### src/rtl/cmp_pkg.sv
// rtl/cmp_pkg.sv - shared state encodings and defaults for the serial magnitude comparator
package cmp_pkg;

    localparam int CMP_WIDTH_DEF    = 8;
    localparam int CMP_PIPE_DLY_DEF = 2;

    localparam logic [2:0] ST_IDLE = 3'd0;
    localparam logic [2:0] ST_LOAD = 3'd1;
    localparam logic [2:0] ST_WAIT = 3'd2;
    localparam logic [2:0] ST_CMP  = 3'd3;
    localparam logic [2:0] ST_DONE = 3'd4;

    typedef enum logic [2:0] {
        S_IDLE = ST_IDLE,
        S_LOAD = ST_LOAD,
        S_WAIT = ST_WAIT,
        S_CMP  = ST_CMP,
        S_DONE = ST_DONE
    } cmp_state_e;

    // Counter width that stays legal (>= 1 bit) for single-count ranges.
    function automatic int cnt_width(input int n);
        return (n > 1) ? $clog2(n) : 1;
    endfunction

endpackage

### src/rtl/serial_mag_cell.sv
// rtl/serial_mag_cell.sv - running LSB-first magnitude flags; later bits override earlier ones
module serial_mag_cell
    import cmp_pkg::*;
(
    input  logic clk,
    input  logic reset,
    input  logic clr,
    input  logic en,
    input  logic a_bit,
    input  logic b_bit,
    output logic run_gt_nxt,
    output logic run_lt_nxt
);

    logic run_gt_q, run_lt_q;
    logic run_gt_d, run_lt_d;

    always_comb begin
        run_gt_d = run_gt_q;
        run_lt_d = run_lt_q;
        if (a_bit && !b_bit) begin
            run_gt_d = 1'b1;
            run_lt_d = 1'b0;
        end else if (!a_bit && b_bit) begin
            run_gt_d = 1'b0;
            run_lt_d = 1'b1;
        end
    end

    assign run_gt_nxt = run_gt_d;
    assign run_lt_nxt = run_lt_d;

    always_ff @(posedge clk) begin
        if (reset || clr) begin
            run_gt_q <= 1'b0;
            run_lt_q <= 1'b0;
        end else if (en) begin
            run_gt_q <= run_gt_d;
            run_lt_q <= run_lt_d;
        end
    end

endmodule

### src/rtl/serial_cmp_ctrl.sv
// rtl/serial_cmp_ctrl.sv - sequences upstream PISO load, compares their serial streams, holds gt/eq/lt
module serial_cmp_ctrl
    import cmp_pkg::*;
#(
    parameter int WIDTH    = CMP_WIDTH_DEF,
    parameter int PIPE_DLY = CMP_PIPE_DLY_DEF
) (
    input  logic clk,
    input  logic reset,
    input  logic start,
    input  logic a_bit,
    input  logic b_bit,
    output logic load_o,
    output logic busy,
    output logic done,
    output logic gt,
    output logic eq,
    output logic lt
);

    localparam int CW = cnt_width(WIDTH);
    localparam int WW = cnt_width(PIPE_DLY);
    localparam logic [CW-1:0] BIT_LAST  = CW'(WIDTH - 1);
    localparam logic [WW-1:0] WAIT_LAST = WW'((PIPE_DLY > 1) ? PIPE_DLY - 2 : 0);

    cmp_state_e    state_q, state_d;
    logic [CW-1:0] bit_cnt_q;
    logic [WW-1:0] wait_cnt_q;
    logic          load_q, busy_q, done_q;
    logic          gt_q, eq_q, lt_q;
    logic          run_gt_nxt, run_lt_nxt;

    serial_mag_cell u_mag (
        .clk        (clk),
        .reset      (reset),
        .clr        (state_q == S_LOAD),
        .en         (state_q == S_CMP),
        .a_bit      (a_bit),
        .b_bit      (b_bit),
        .run_gt_nxt (run_gt_nxt),
        .run_lt_nxt (run_lt_nxt)
    );

    always_comb begin
        state_d = state_q;
        case (state_q)
            S_IDLE:  if (start) state_d = S_LOAD;
            S_LOAD:  state_d = (PIPE_DLY > 1) ? S_WAIT : S_CMP;
            S_WAIT:  if (wait_cnt_q == WAIT_LAST) state_d = S_CMP;
            S_CMP:   if (bit_cnt_q == BIT_LAST) state_d = S_DONE;
            S_DONE:  state_d = start ? S_LOAD : S_IDLE;
            default: state_d = S_IDLE;
        endcase
    end

    // Outputs are registered from the next state so they are glitch-free Moore outputs.
    always_ff @(posedge clk) begin
        if (reset) begin
            state_q    <= S_IDLE;
            bit_cnt_q  <= '0;
            wait_cnt_q <= '0;
            load_q     <= 1'b0;
            busy_q     <= 1'b0;
            done_q     <= 1'b0;
            gt_q       <= 1'b0;
            eq_q       <= 1'b0;
            lt_q       <= 1'b0;
        end else begin
            state_q <= state_d;
            load_q  <= (state_d == S_LOAD);
            busy_q  <= (state_d == S_LOAD) || (state_d == S_WAIT) || (state_d == S_CMP);
            done_q  <= (state_d == S_DONE);
            case (state_q)
                S_LOAD: begin
                    bit_cnt_q  <= '0;
                    wait_cnt_q <= '0;
                end
                S_WAIT: wait_cnt_q <= wait_cnt_q + WW'(1);
                S_CMP: begin
                    if (bit_cnt_q != BIT_LAST) begin
                        bit_cnt_q <= bit_cnt_q + CW'(1);
                    end else begin
                        gt_q <= run_gt_nxt;
                        lt_q <= run_lt_nxt;
                        eq_q <= ~(run_gt_nxt | run_lt_nxt);
                    end
                end
                default: ;
            endcase
        end
    end

    assign load_o = load_q;
    assign busy   = busy_q;
    assign done   = done_q;
    assign gt     = gt_q;
    assign eq     = eq_q;
    assign lt     = lt_q;

endmodule
### config.mk
export PLATFORM = sky130hd
export DESIGN_NAME = serial_cmp_ctrl
export DESIGN_NICKNAME = d
export VERILOG_FILES = /design/src/rtl/cmp_pkg.sv /design/src/rtl/serial_mag_cell.sv /design/src/rtl/serial_cmp_ctrl.sv
export SDC_FILE = /design/constraint.sdc
export NUM_CORES = 1
export LEC_CHECK = 0
export CORE_UTILIZATION = 44
export DETAILED_ROUTE_END_ITERATION = 6
export PLACE_DENSITY = 0.71
export SYNTH_ARGS = -nofsm -noshare
export SYNTH_HDL_FRONTEND = slang
export SYNTH_SLANG_ARGS = --single-unit
### constraint.sdc
create_clock -name clk -period 1.21 [get_ports clk]
set_input_delay 0.242 -clock clk [delete_from_list [all_inputs] [get_ports clk]]
set_output_delay 0.242 -clock clk [all_outputs]
set_load 0.01 [all_outputs]
# Word-level counts from Yosys, hierarchy flattened
# Index checks and enable logic that the tools add are counted.
[totals]
in_bits = 5
reg_bits = 15
[op_classes]
bitwise_logic = 3
add_sub_neg = 2
muxes = 12
n_eq_ne = 11
n_reduce_logical = 12
[op_table]
columns = ["operator", "n"]
rows = [
  ["$pmux 3 s5", 1],
  ["$eq 3x2->1 const B", 4],
  ["$mux 3", 4],
  ["$eq 3x3->1 const B", 3],
  ["$eq 3x1->1 const B", 2],
  ["$pmux 3 s2", 1],
  ["$mux 1", 5],
  ["$reduce_and 2->1", 2],
  ["$reduce_bool 2->1", 2],
  ["$add 3x1->3 const B", 1],
  ["$logic_not 3->1", 1],
  ["$logic_or 1x1->1", 3],
  ["$ne 3x3->1 const B", 1],
  ["$logic_and 1x1->1", 2],
  ["$logic_not 1->1", 2],
  ["$ne 2x2->1 const B", 1],
  ["$not 1->1", 2],
  ["$pmux 1 s2", 1],
  ["$add 1x1->1 const B", 1],
  ["$or 1x1->1", 1],
]

# Depth between registers and ports, before layout
[depth]
ltp_word = 6
depth_mapped = 5
depth_no_buf = 5

# Hierarchy
# Synthesis repeated with hierarchy kept, for this count alone.
[hier_totals]
hier_cells = 75
hier_area_um2 = 689.4
[by_module_without_submodules]
columns = ["module", "seq_area_each_um2", "cells_each", "area_per_inst_um2", "instances"]
rows = [
  ["serial_cmp_ctrl", 260.2, 58, 559.3, 1],
  ["serial_mag_cell", 40.0, 17, 130.1, 1],
]

# Least setup slack after synthesis
# No wires, ideal clock.
[synth_path]
path_type = "register to register"
from = "reg bit_cnt_q[0]"
to = "reg bit_cnt_q[0]"
required_ps = 1139
stages_incl_launch_ff = 6
setup_ps = 71
t_arrival_ps = 1174
path_buffers = 0
path_slack_ps = -35
path_cell_list = "dfxtp_1 ha_1 ha_1 and4bb_2 nand2b_1 a21oi_1"
[synth_between]
elab_chain_len = 3
word_cells_on_any_way = 6
classes_between = "add/sub: 1; eq/ne: 2; mux: 2; reduce/logical: 1"
[synth_lines]
columns = ["item", "line_no", "rtl"]
rows = [
  ["start, declared", "serial_cmp_ctrl.sv:27", "logic [CW-1:0] bit_cnt_q;"],
  ["start signal, assigned", "serial_cmp_ctrl.sv:81", "bit_cnt_q <= bit_cnt_q + CW'(1);"],
  ["$add 3x1->3 or $ne 3x3->1 (tied branches)", "serial_cmp_ctrl.sv:81, serial_cmp_ctrl.sv:80", ""],
  ["$mux 3 or $ne 2x2->1 (tied branches)", "--", ""],
  ["$pmux 3 s2 or $reduce_and 2->1 (tied branches)", "--", ""],
]
# Parallel ways exist; a longest one is shown, timed or not. The select of a mux whose other input is x is not followed.
# A chain may end at the register's enable or synchronous reset.

# Worst setup path after layout
[layout_path]
from = "reg bit_cnt_q[0]"
to = "reg bit_cnt_q[1]"
# The elaborated chain is that of the path after synthesis.

==> qor.yml <==
run_status:
  violations: "negative setup slack"
  status: "finished with violations"
finish:
  finalNetCount: 104
  drive_above_1_share: 0.260
  instances_no_fill: 111
  area_delta_synth_final_pct: 36.5
  fill_cells: 121
  antenna_cells: 0
clock_tree:
  clk_path_buf_depth: 2
  worst_skew_pair.late_latency_ns: 0.28
  cts_buffers: 3
  clkTransAtPathRegs_ns: 0.09
  cts_tree: "done"
  hold_buffers: 0
  h-tree-depth: 1
  cts_root_buffer: "clkbuf_4"
  clkSinkCount: 15
global_routing:
  grt_first_pass_wirelength_microns: 2310
  grt_max_degree: 11
  grt_antenna_before_repair: 0
  grt-ovfl-total: 0
  grtUsageTotal: 0.219
  grt_pass1_vias: 549
logic_synthesis:
  ys_seq_area_frac: 0.452
  synth.most_common_cell: "dfxtp_1"
  synth_top_area_cell: "dfxtp_1"
  netlist.area_leader.share: 0.452
  synth_area_per_cell_sq_um: 8.74
  synth_edf_count: 0
  synth_commonest_cells: "dfxtp_1 (15), nand2_1 (9), a21oi_1 (8)"
  yosysWarnings: 0
  synth_cells: 76
  yosysUniqueCellTypes: 28
  synth_area_sq_um: 664
  synth-main-ff-cell: "dfxtp_1"
  synth_async_sr_flop_share: 0
  ys_top_cells_by_area: "dfxtp_1 (45%), a21oi_1 (6.0%), nand2_1 (5.1%)"
  synth_seq_cells: 15
  synth_nets: 83
pwr:
  clockPowerShare: 0.299
  switching_share: 0.256
  seq_power_share: 0.564
  switching_power_mw: 0.243
  peakVddDrop_mv: 0.637
  total_power_mw: 0.949
  p_comb_frac: 0.137
  cellLeakagePower_nw: 0.351
  powerDensity_mw_per_mm2: 1050
  p_int_mw: 0.706
setup_path:
  required_ns: 1.37
  worstPathArrival_ns: 1.48
  worst_path_largest_cell_delay_ns: 0.37
  end_kind: "flip-flop"
  startpoint_type: "flip-flop"
  path_common_cell: "ha_4"
  critPathSlowestCell: "dfxtp_4"
  crit_chain: "ha_4, ha_4, and2_1, o21ai_0, a21oi_2"
  path_class: "reg -> reg"
  crit_path_max_fanout: 5
route:
  drt_pass1_iterations: 4
  post_drt_wl_per_cell_microns: 14.3
  drtIter0Drc: 14
  vias_per_cell: 5.77
  drc: 0
  num_vias: 641
  detail-route-antenna-nets: 0
  drt-total-wl_microns: 1580
hold_path:
  hp-class: "reg -> reg"
sta:
  whs_ns: 0.475
  final.period_utilization: 1.08
  hold_viol: 0
  slew_violations: 0
  grt_setup_unrepaired: "true"
  skew_ns: 0.00807
  slew_headroom: 0.820
  worst_slack_ns: -0.101
  period_needed_ns: 1.31
  max_freq_ghz: 0.763
  max_slew.worst_pin.slew_ns: 0.266
  finalSetupViolCount: 4
placed_design:
  io_buffers: 10
  place_congestion: 0.808
  dpl.cell_count: 106
  dpl.hpwl_microns: 992
die:
  start_util: 0.492
  rows: 13
  fp.dieW_microns: 40.9
  ios: 11
  fp.dieH_microns: 40.9
  dieArea_sq_mm: 0.00167
  core_area_sq_mm: 0.00135
job:
  cap_violations: 0
## registers in the layout (all words and copies together), names as in the netlist
register	cells
u_mag.run_lt_q	1
u_mag.run_gt_q	1
load_o	1
wait_cnt_q	1
state_q	3
gt	1
done	1
busy	1
eq	1
lt	1
bit_cnt_q	3
## kinds of logic (layout without fill, tap and decap cells)
group	Yosys count	after routing	synth area share
AO/OA/AOI/OAI	21	21	0.194
flip-flops	15	15	0.452
multiplexers	1	1	0.0151
buffers and inverters	5	25	0.0358
adder cells (fa/ha/maj)	2	2	0.0377
AND/OR/NAND/NOR	32	32	0.266
## path summary, 6_finish.rpt
| check | startpoint | endpoint | cells after the start | slack (ns) |
|---|---|---|---|---|
| worst min register to register | eq | eq | 2 | 0.48 |
| worst max register to register | bit_cnt_q[0] | bit_cnt_q[1] | 5 | -0.10 |
| worst max-delay path | bit_cnt_q[0] | bit_cnt_q[1] | 5 | -0.10 |
| worst min-delay path | eq | eq | 2 | 0.48 |
## metrics by stage
stage	worst slack [ns]	instance area [sq um]	utilization	TNS, ns
2_1_floorplan	0.00399	679	-	0
4_1_cts	-0.0391	880	0.652	-0.107
5_1_grt	-0.124	907	0.672	-0.558
6_report	-0.101	907	0.672	-0.232
3_5_place_dp	-0.202	842	0.624	-0.816
3_3_place_gp	-0.122	842	0.624	-0.483
## routing by layer
layer | global-route usage | wire, microns | part of all wire
met1 | 0.281 | 702 | 0.44
met2 | 0.332 | 788 | 0.50
met3 | 0.0489 | 59 | 0.037
met4 | 0.125 | 32 | 0.020
met5 | 0 | 0 | 0
## layout make-up
| class | count | area [sq um] | share of cell area |
|---|---|---|---|
| Multi-Input combinational cell | 56 | 388 | 0.428 |
| Sequential cell | 15 | 307 | 0.338 |
| Inverter | 2 | 7.51 | 0.00828 |
| Clock buffer | 4 | 26.3 | 0.0290 |
| Timing Repair Buffer | 19 | 160 | 0.177 |
| Tap cell | 15 | 18.8 | 0.0207 |
## cells in the final DEF (no fill, tap or decap), types with 2 or more instances in the layout
| cell type | n |
|---|---|
| nand4b_1 | 2 |
| clkbuf_4 | 3 |
| buf_4 | 9 |
| a21oi_1 | 5 |
| dlygate4sd2_1 | 6 |
| nand2_1 | 8 |
| a21oi_2 | 3 |
| nor4b_1 | 2 |
| nor2_1 | 7 |
| o21ai_0 | 3 |
| nand2b_1 | 3 |
| inv_1 | 2 |
| nand3_1 | 2 |
| a31oi_1 | 2 |
| dfxtp_2 | 2 |
| dfxtp_1 | 12 |
| ha_4 | 2 |
| clkdlybuf4s50_1 | 4 |
## power by group through the flow
stage | registers, mW | clock network [mW] | logic, mW
global route | 0.541 | 0.311 | 0.142
detailed placement | 0.546 | 0 | 0.124
floorplan | 0.538 | 0 | 0.0729
CTS | 0.535 | 0.286 | 0.123
finish | 0.536 | 0.284 | 0.130
global placement | 0.544 | 0 | 0.123
## critical path, delay by kind of cell, from the launching register on
kind,cells,cell delay (ns)
AND/OR/NAND/NOR,1,0.19
AO/OA/AOI/OAI,2,0.32
adder cells (fa/ha/maj),2,0.32
flip-flops,1,0.37
## repair_timing
item / 4_1_cts / 5_1_grt
resized for setup: 11 / 8
buffers inserted: 0 / 1
pin swaps: 8 / 4
setup endpoints to repair: 12 / 9
Note: power is estimated with default switching activity, not from simulation.
